===== config.mk =====
export PLATFORM = sky130hd
export DESIGN_NAME = mem_port_arbiter4
export DESIGN_NICKNAME = d
export VERILOG_FILES = /design/src/rtl/mem_port_arbiter4_pkg.sv /design/src/rtl/mem_port_arbiter4_rr_pick4.sv /design/src/rtl/mem_port_arbiter4.sv
export SDC_FILE = /design/constraint.sdc
export NUM_CORES = 1
export LEC_CHECK = 0
export CAP_MARGIN = 40
export CORE_MARGIN = 8
export CORE_UTILIZATION = 35
export CTS_BUF_LIST = sky130_fd_sc_hd__clkbuf_8
export CTS_CLUSTER_DIAMETER = 80
export DETAILED_ROUTE_END_ITERATION = 8
export PLACE_DENSITY = 0.65
export SETUP_SLACK_MARGIN = 0.02
export SYNTH_ARGS = -nofsm -noshare
export SYNTH_HDL_FRONTEND = slang
export SYNTH_SLANG_ARGS = --single-unit

===== constraint.sdc =====
create_clock -name clk -period 2 [get_ports clk]
set_input_delay 0.2 -clock clk [delete_from_list [all_inputs] [get_ports clk]]
set_output_delay 0.2 -clock clk [all_outputs]
set_load 0.005 [all_outputs]

===== src/rtl/mem_port_arbiter4_pkg.sv =====
// Shared definitions for the four-way data-memory port arbiter:
// FSM state encoding, requester count, master indices and a one-hot helper.
package mem_port_arbiter4_pkg;

    typedef enum logic {
        IDLE  = 1'b0,
        GRANT = 1'b1
    } state_t;

    localparam int N_REQ = 4;

    localparam logic [1:0] IFETCH = 2'd0;
    localparam logic [1:0] LSU    = 2'd1;
    localparam logic [1:0] AUX0   = 2'd2;
    localparam logic [1:0] AUX1   = 2'd3;

    function automatic logic [N_REQ-1:0] onehot4(input logic [1:0] idx);
        return 4'b0001 << idx;
    endfunction

endpackage


===== src/rtl/mem_port_arbiter4_rr_pick4.sv =====
// Combinational round-robin pick over four requests.
// Ports: req[3:0], ptr[1:0] in; winner[1:0] (first set bit from ptr), any out.
module rr_pick4
    import mem_port_arbiter4_pkg::*;
(
    input  logic [N_REQ-1:0] req,
    input  logic [1:0]       ptr,
    output logic [1:0]       winner,
    output logic             any
);

    logic [1:0] idx;

    // Scan from the farthest offset down so the nearest set bit wins.
    always_comb begin
        winner = ptr;
        idx    = ptr;
        any    = |req;
        for (int k = N_REQ - 1; k >= 0; k--) begin
            idx = ptr + 2'(k);
            if (req[idx]) begin
                winner = idx;
            end
        end
    end

endmodule


===== src/rtl/mem_port_arbiter4.sv =====
// Round-robin arbiter for the shared data-memory port with a grant watchdog.
// Ports: clk, reset, req[3:0], done in; gnt[3:0], sel[1:0], bus_valid, timeout, err_id[1:0] out.
module mem_port_arbiter4
    import mem_port_arbiter4_pkg::*;
#(
    parameter int TIMEOUT = 64,
    parameter int CW      = $clog2(TIMEOUT)
) (
    input  logic             clk,
    input  logic             reset,
    input  logic [N_REQ-1:0] req,
    input  logic             done,
    output logic [N_REQ-1:0] gnt,
    output logic [1:0]       sel,
    output logic             bus_valid,
    output logic             timeout,
    output logic [1:0]       err_id
);

    state_t     state;
    state_t     state_nx;
    logic [1:0] ptr;
    logic [CW-1:0] cnt;
    logic [1:0] winner;
    logic       any;
    logic       expire;

    rr_pick4 u_pick (
        .req    (req),
        .ptr    (ptr),
        .winner (winner),
        .any    (any)
    );

    assign expire = (cnt == CW'(TIMEOUT - 1));

    always_ff @(posedge clk or posedge reset) begin
        if (reset) begin
            state <= IDLE;
        end else begin
            state <= state_nx;
        end
    end

    always_comb begin
        state_nx = state;
        unique case (state)
            IDLE:    if (any)            state_nx = GRANT;
            GRANT:   if (done || expire) state_nx = IDLE;
            default: state_nx = IDLE;
        endcase
    end

    // Outputs decode only flops, so no path exists from req/done.
    always_comb begin
        bus_valid = (state == GRANT);
        gnt       = bus_valid ? onehot4(sel) : '0;
    end

    // done takes priority over watchdog expiry, suppressing the pulse.
    always_ff @(posedge clk or posedge reset) begin
        if (reset) begin
            sel     <= 2'd0;
            ptr     <= 2'd0;
            cnt     <= '0;
            timeout <= 1'b0;
            err_id  <= 2'd0;
        end else begin
            timeout <= 1'b0;
            if (state == IDLE) begin
                if (any) begin
                    sel <= winner;
                    cnt <= '0;
                end
            end else if (done) begin
                ptr <= sel + 2'd1;
            end else if (expire) begin
                ptr     <= sel + 2'd1;
                timeout <= 1'b1;
                err_id  <= sel;
            end else begin
                cnt <= cnt + CW'(1);
            end
        end
    end

endmodule


# [Word level (Yosys, flattened, before mapping)]
# Index checks and enable logic that the tools add are counted.
[word_totals] register_bits=14 input_bits=7 output_inout_bits=10 wordCells=54
[op_classes] n_addsub=5 magnitude_cmp=4 eq_ne=3 n_shift=1 n_mux=25 n_bitwise=2 n_reduce_logical=8
[op_table] op="6-bit two-way mux" n=4
[op_table] op="2-bit by 3-bit < comparator with 1-bit output (second input constant)" n=4
[op_table] op="2-bit two-way mux" n=6
[op_table] op="1-bit two-way mux" n=9
[op_table] op="1-bit binary-select mux with 2-bit select" n=4
[op_table] op="6-bit by 1-bit adder with 6-bit output (second input constant)" n=1
[op_table] op="6-bit equality test (second input constant)" n=1
[op_table] op="3-bit AND reduction" n=2
[op_table] op="2-bit by 1-bit adder with 2-bit output (second input constant)" n=2
[op_table] op="2-bit adder (second input constant)" n=2
[op_table] op="4-bit two-way mux" n=1
[op_table] op="2-bit inequality test (second input constant)" n=2
[op_table] op="2-bit AND reduction" n=2
[op_table] op="2-bit nonzero test" n=2
[op_table] op="4-bit OR reduction" n=1
[op_table] op="1-bit by 2-bit left shift with 4-bit output (first input constant)" n=1
[op_table] op="1-bit inverter" n=2
[op_table] op="1-bit case mux with 2 select lines" n=1
[op_table] op="1-bit logical OR" n=1

# [Depth between registers and ports, before layout]
# Gate-level depths: netlist of the first run.
[depth] word_depth=7 ltp_mapped=4 ltp_nobuf=4

# [Hierarchy]
# A second synthesis of the first run with hierarchy kept.
[hier_totals] cells_unflattened=85 area_unflattened_um2=850.8
[by_module_without_submodules] module="mem_port_arbiter4" instances=1 cells_each=69 area_per_inst_um2=750.7
[by_module_without_submodules] module="rr_pick4" instances=1 cells_each=16 area_per_inst_um2=100.1

# [Least setup slack after synthesis of the first run]
# OpenSTA, ideal clock, no wires.
[synth_path] kind="reg2reg" startpoint="register cnt[0]" endpoint="register err_id[0]" t_arrival_ns=1.282 required_ns=1.875 setup_slack_ns=0.593 stages_incl_launch_ff=5 period_less_slack_ns=1.407 cell_sequence="dfrtp_1 > ha_1 > nand2_1 > nor3b_4 > mux2_2"
[synth_between] elab_chain_cells=2
[synth_rtl] item="start: declaration" line="mem_port_arbiter4.sv:23" rtl="logic [CW-1:0] cnt;"
[synth_rtl] item="start signal: assignment" line="mem_port_arbiter4.sv:82" rtl="cnt <= cnt + CW'(1);"
[synth_rtl] item="6-bit equality test" line="mem_port_arbiter4.sv:35" rtl="assign expire = (cnt == CW'(TIMEOUT - 1));"
[synth_rtl] item="3-bit AND reduction (no line)"
[synth_rtl] item="end signal: assignment" line="mem_port_arbiter4.sv:80" rtl="err_id <= sel;"
[synth_rtl] item="end: declaration" line="mem_port_arbiter4.sv:17" rtl="output logic [1:0] err_id"
# No other way between the ends.
# A chain may end at the register's enable or synchronous reset.

# [Final worst setup path of the first run]
[layout_path] startpoint="register state, in the netlist bus_valid" endpoint="output gnt[2]"
[layout_between] elab_chain_cells=1
[layout_rtl] item="start: declaration" line="mem_port_arbiter4.sv:20" rtl="state_t state;"
[layout_rtl] item="start signal: assignment" line="mem_port_arbiter4.sv:41" rtl="state <= state_nx;"
[layout_rtl] item="4-bit two-way mux" line="mem_port_arbiter4.sv:57" rtl="gnt = bus_valid ? onehot4(sel) : '0;"
[layout_rtl] item="end: declaration" line="mem_port_arbiter4.sv:13" rtl="output logic [N_REQ-1:0] gnt,"
# No other way between the ends.

==> results.md, run 1 <==
- Status: finished, final reports clean
- Commonest non-fill, non-tap cell in the layout: clkdlybuf4s50_1
- Library cells used by synthesis: 34
- DR vias: 729
- Max_slew headroom: 63.6%
- CTS tree: done
- Diodes inserted: 0
- Fin Clk Skew: 0.000731 ns
- Peak VDD IR: 0.719 mV
- Die footprint: 0.00444 mm^2
- Crit end category: output pin
- Synth area leaders: dfrtp_1 39%, ha_1 7.0%, mux2i_1 4.5%
- Sw Share: 35.9%
- Post-synth ARST share: 100%
- Slew Viols, Final: 0
- Lkg Pwr: 0.510 nW
- Share of power burned in registers: 41.8%
- Syn_area_per_cell: 10.1 um^2
- Layout area overhead: 25.6%
- Post-route ant nets: 0
- Initial Utilization: 36.6%
- Clock transition at the registers of the reported paths: 0.05 ns
- Post-synth EDFFs: 0
- Post-CTS setup buffer count: 0
- Combinational share of power: 39.8%
- Synth Register Bits: 14
- Seq/Total Area, Yosys: 39.0%
- Routed len/inst: 13.9 um
- CP Launch Type: flop
- Worst Path Arrival: 1.63 ns
- Layout net count: 120
- Die Span X: 66.7 um
- Pre-Repair DR Iteration Count: 4
- Fillers: 233
- Post_cts resized: 0
- Drc violations: 0
- Clk sinks: 14
- Mapped Cells: 89
- DPL Wire Length: 1.49 mm
- Io pins: 17
- Unrepaired setup endpoints after global routing: no
- Global-route usage over all layers: 8.81%
- Int Pwr: 0.781 mW
- Starting DRC count in detailed routing: 36
- Dpl cell area: 0.00109 mm^2
- Core Region: 0.00245 mm^2
- Worst skew pair latency: 0.24 ns
- Max clock buf depth: 2
- Routed WL: 1.89 mm
- Vias in the first global route: 696
- Class of the worst hold path: in -> async
- Setup TNS: 0 ns
- Power per Cell Area: 1080 mW/mm^2
- Fin area: 0.00113 mm^2
- Largest net degree at the start of global routing: 21
- Psw: 0.437 mW
- Post-Syn Nets: 101
- Critical Path RT: 1.80 ns
- Depth of the CTS H-tree: 1
- Yosys top cell by area: dfrtp_1
- TritonCTS Buffers: 3
- Crit path time final: 1.83 ns
- Clock power frac: 18.4%
- Vias per cell: 5.36
- Setup crit start: bus_valid$_DFF_PP0_
- Final Hold Viols: 0
- WS Path Type: reg -> out
- Grt ovf: 0
- Final Cycle Share: 91.4%
- RR Startpoint: bus_valid$_DFF_PP0_
- Most frequent cells in the layout: 16 x clkdlybuf4s50_1, 14 x dfrtp_1, 8 x o21ai_0, 8 x inv_1
- First-pass GRT wire length: 3.08 mm
- Worst-path fanout max: 20
- Maximum clock rate: 547 MHz
- Die height: 66.7 um
- Ratio of cells with drive above 1 in the final layout: 12.3%
- Mapped Area: 898 um^2
- I/O Buffers: 16
- Setup Viol. Count Final: 0
- Clock root buffer master: clkbuf_8
- Initial antenna violation count: 0
- MaxCap Viol Count: 0
- Yosys top cell area share: 39.0%
- GPL Wtd Cong: 0.847
- Worst-Margin Slew: 0.545 ns
- Yosys Warn Count: 0
- Std-Cell Rows: 18
- CTS Hold Buffers Added: 0
- Main synth FF type: dfrtp_1
state kept, by name, summed over array words and instances (netlist names):
name,flops
cnt,6
err_id,2
ptr,2
sel,2
bus_valid,1
timeout,1
cell usage after synthesis, types with 3 or more instances:
master	number
and2_1	4
dfrtp_1	14
mux2i_1	4
mux2_2	3
o21ai_0	8
nor2b_1	5
nor2_1	4
ha_1	5
o211ai_1	3
inv_1	8
nand2_1	4
power groups by stage:
stage	sequential, mW	combinational [mW]	clock (mW)
2_1_floorplan	0.448	0.338	0
3_3_place_gp	0.514	0.480	0
3_5_place_dp	0.514	0.491	0
4_1_cts	0.510	0.493	0.234
5_1_grt	0.533	0.545	0.246
6_report	0.509	0.485	0.224
logic make-up after synthesis:
| kind of cell | Yosys count | share of synthesized area (%) |
|---|---|---|
| AOI/OAI and AO/OA | 22 | 16.7 |
| adders and majority gates | 5 | 6.96 |
| buffers and inverters | 10 | 4.32 |
| DFF | 14 | 39.0 |
| muxes | 7 | 8.22 |
| and+or+nand+nor | 31 | 24.8 |
per-stage QoR:
step           setup WS, ns  hold slack [ns]  instances  utilization, %  total power [mW]
2_1_floorplan         0.593           0.0892         89               -             0.786
3_3_place_gp          0.334            0.490        133            44.3             0.994
3_5_place_dp          0.283            0.497        133            44.3              1.01
4_1_cts               0.134            0.334        136            46.0              1.24
5_1_grt              0.0522            0.373        136            46.0              1.32
6_report              0.171            0.304        136            46.0              1.22
critical path: stages (launching register included):
cell and delay, ns:
dfrtp_1 0.66, and2_1 0.21, clkdlybuf4s50_1 0.51
layout make-up:
class / count / area, um^2 / area share [%]
inverters: 8 / 30.0 / 2.66
flip-flops and latches: 14 / 350 / 31.0
multi-input cells: 65 / 509 / 45.1
well taps: 30 / 37.5 / 3.33
repair buffers: 16 / 160 / 14.2
clock buffers: 3 / 41.3 / 3.66
layer usage:
layer	share of wire (%)	global-route usage, %	vias to the layer above	routed length, um
met5	0	0	-	0
met4	1.7	4.00	0	33
met3	8.4	2.18	5	158
met2	45	14.5	23	856
met1	44	10.5	344	838
li1	-	-	357	-
path summary, 6_finish.rpt:
| path | end | slack (ns) | depth (start not counted) |
|---|---|---|---|
| setup / recovery | gnt[2] | 0.17 | 2 |
| hold / removal | timeout$_DFF_PP0_ | 0.30 | 2 |
| setup reg to reg | err_id[0]$_DFFE_PP0P_ | 0.37 | 3 |
| hold reg to reg | err_id[0]$_DFFE_PP0P_ | 0.51 | 1 |
| max in group asynchronous | cnt[2]$_DFFE_PP0P_ | 1.34 | 2 |
| min in group clk | err_id[0]$_DFFE_PP0P_ | 0.51 | 1 |
(Power assumes the default switching activity.)
==> run 2: changes to the inputs <==
Settings changed: REMOVE_ABC_BUFFERS from default to 1.
==> run 2 against run 1 <==
  * Non-clock buffer count grew 1
  * Critical path type unchanged
  * Routed wire length grew 5.3%
  * Final cell count grew 1.5%
  * Critical endpoint unchanged
  * Clock skew grew 0.0013 ns
  * Worst hold slack lost 0.0044 ns
  * Power grew 6.1%
  * Clock-buffer cell count grew 1
==> results.md, run 2 (synthesized netlist as in run 1, its figures left out) <==
- Status: finished, final reports clean
- Setup TNS: 0 ns (unchanged)
- Vias per cell: 5.26 (-1.9%)
- Depth of the CTS H-tree: 1 (unchanged)
- First-pass GRT wire length: 3.24 mm (+4.9%)
- Area of the multi-input gates: 509 um^2 (unchanged)
- Max clock buf depth: 2 (unchanged)
- Power per Cell Area: 1120 mW/mm^2 (+4.1%)
- Cell chain of the critical path: inv_1 > ha_1 > and2_1 > clkdlybuf4s50_1
- Diodes inserted: 0 (unchanged)
- CTS tree: done
- Most frequent cells in the layout: 16 x clkdlybuf4s50_1, 14 x dfrtp_1, 8 x o21ai_0, 8 x inv_1
- Unrepaired setup endpoints after global routing: no
- Starting DRC count in detailed routing: 24 (-33%)
- Pre-Repair DR Iteration Count: 4 (unchanged)
- Die Span X: 66.7 um (unchanged)
- MaxCap Viol Count: 0 (unchanged)
- Max_slew headroom: 63.5% (-0.14 points)
- Critical Path RT: 1.80 ns (about the same)
- Setup Viol. Count Final: 0 (unchanged)
- GPL Wtd Cong: 0.853 (+0.67%)
- Clk sinks: 14 (unchanged)
- Routed len/inst: 14.4 um (+3.8%)
- Worst skew pair latency: 0.25 ns (about the same)
- Maximum clock rate: 557 MHz (+1.9%)
- Ratio of cells with drive above 1 in the final layout: 13.9% (+1.6 points)
- Largest net degree at the start of global routing: 15 (-29%)
- Lkg Pwr: 0.522 nW (+2.3%)
- Total design power: 1.29 mW (+6.1%)
- Post-CTS setup buffer count: 0 (unchanged)
- Die height: 66.7 um (unchanged)
- Max reg flops: 6 (unchanged)
- DPL Wire Length: 1.51 mm (+1.9%)
- Peak VDD IR: 0.644 mV (-10%)
- TritonCTS Buffers: 3 (unchanged)
- Worst Path Arrival: 1.60 ns (-0.03 ns)
- Worst-Margin Slew: 0.547 ns (+0.00209 ns)
- Routed WL: 1.99 mm (+5.3%)
- Die footprint: 0.00444 mm^2 (unchanged)
- Most flops, register: cnt
- Post-route ant nets: 0 (unchanged)
- Std-Cell Rows: 18 (unchanged)
- Max incr delay on CP: 0.44 ns (-0.22 ns)
- CP Launch Type: flop
- Vias in the first global route: 682 (-2.0%)
- Layout area overhead: 28.0%
- Clock root buffer master: clkbuf_8
- Final hold slack: 0.300 ns (-0.00439 ns)
- Crit path time final: 1.80 ns (-0.0337 ns)
- Crit end category: output pin
- Final Cycle Share: 89.8% (-1.7 points)
- Fillers: 227 (-2.6%)
- Layout net count: 121 (+0.83%)
- RR Startpoint: cnt[0]$_DFFE_PP0P_
- Core Region: 0.00245 mm^2 (unchanged)
- Class of the worst hold path: in -> async
- Slew Viols, Final: 0 (unchanged)
- Dpl cell area: 0.00109 mm^2 (+0.69%)
- Global-route usage over all layers: 9.53% (+0.72 points)
- DR vias: 726 (-0.41%)
- CTS Hold Buffers Added: 0 (unchanged)
- Register area: 350 um^2 (unchanged)
- Initial antenna violation count: 0 (unchanged)
- Fin area: 0.00115 mm^2 (+1.9%)
- Initial Utilization: 36.6% (unchanged)
- Setup WS post-layout: 0.205 ns (+0.0337 ns)
- Post_cts resized: 0 (unchanged)
- Clock transition at the registers of the reported paths: 0.06 ns (about the same)
- CP max-delay cell: dfrtp_1
- Grt ovf: 0 (unchanged)
- Fin Clk Skew: 0.00201 ns (+0.00127 ns)
- WS Path Type: reg -> out
- I/O Buffers: 16 (unchanged)
- Worst-path fanout max: 6 (-70%)
- Setup crit start: sel[0]$_DFFE_PP0P_
- Io pins: 17 (unchanged)
- Pre-CTS setup slack: 0.281 ns (-0.00150 ns)
- Commonest non-fill, non-tap cell in the layout: clkdlybuf4s50_1
- Drc violations: 0 (unchanged)
- Final Hold Viols: 0 (unchanged)
run 2: cell count changes in the layout (fill, tap and decap cells not counted):
cell	change
clkbuf_8	+1
buf_4	+1
run 2: worst paths after layout:
| kind | end | slack (ns) | cells after the start |
|---|---|---|---|
| min in group clk | err_id[1]$_DFFE_PP0P_ | 0.51 | 1 |
| max reg2reg | err_id[0]$_DFFE_PP0P_ | 0.40 | 4 |
| max in group asynchronous | bus_valid$_DFF_PP0_ | 1.34 | 2 |
| min | err_id[1]$_DFFE_PP0P_ | 0.30 | 2 |
| min reg2reg | err_id[1]$_DFFE_PP0P_ | 0.51 | 1 |
| max | gnt[2] | 0.20 | 4 |
run 2: critical path, delay by kind of cell (launching register included):
family	cells	cell delay, ns
AND/OR/NAND/NOR	1	0.16
flip-flops	1	0.44
buffers and inverters	2	0.55
adder cells (fa/ha/maj)	1	0.21
run 2: area by class of cell:
| class | instances | share of cell area, % |
|---|---|---|
| multi-input cells | 65 | 44.3 |
| flip-flops and latches | 14 | 30.5 |
| repair buffers | 17 | 14.6 |
| clock buffers | 4 | 4.79 |
| well taps | 30 | 3.26 |
| inverters | 8 | 2.61 |
run 2: power by group:
group | switching [mW] | internal (mW) | leakage [nW] | total [mW]
combinational | 0.227 | 0.300 | 0.313 | 0.527
sequential | 0.126 | 0.363 | 0.180 | 0.489
clock | 0.102 | 0.174 | 0.0288 | 0.277
total | 0.456 | 0.837 | 0.522 | 1.29
run 2: routing by layer:
metal,up-vias,GRT usage (%),wire length [um]
met1,337,12.1,870
li1,360,-,-
met3,4,2.52,172
met5,-,0,0
met2,25,14.5,915
met4,0,4.80,28
run 2: metrics by stage:
step | cells | util [%]
finish | 138 | 46.8
global route | 138 | 46.8
CTS | 138 | 46.8
detailed placement | 134 | 44.6
global placement | 134 | 44.6
floorplan | 87 | -
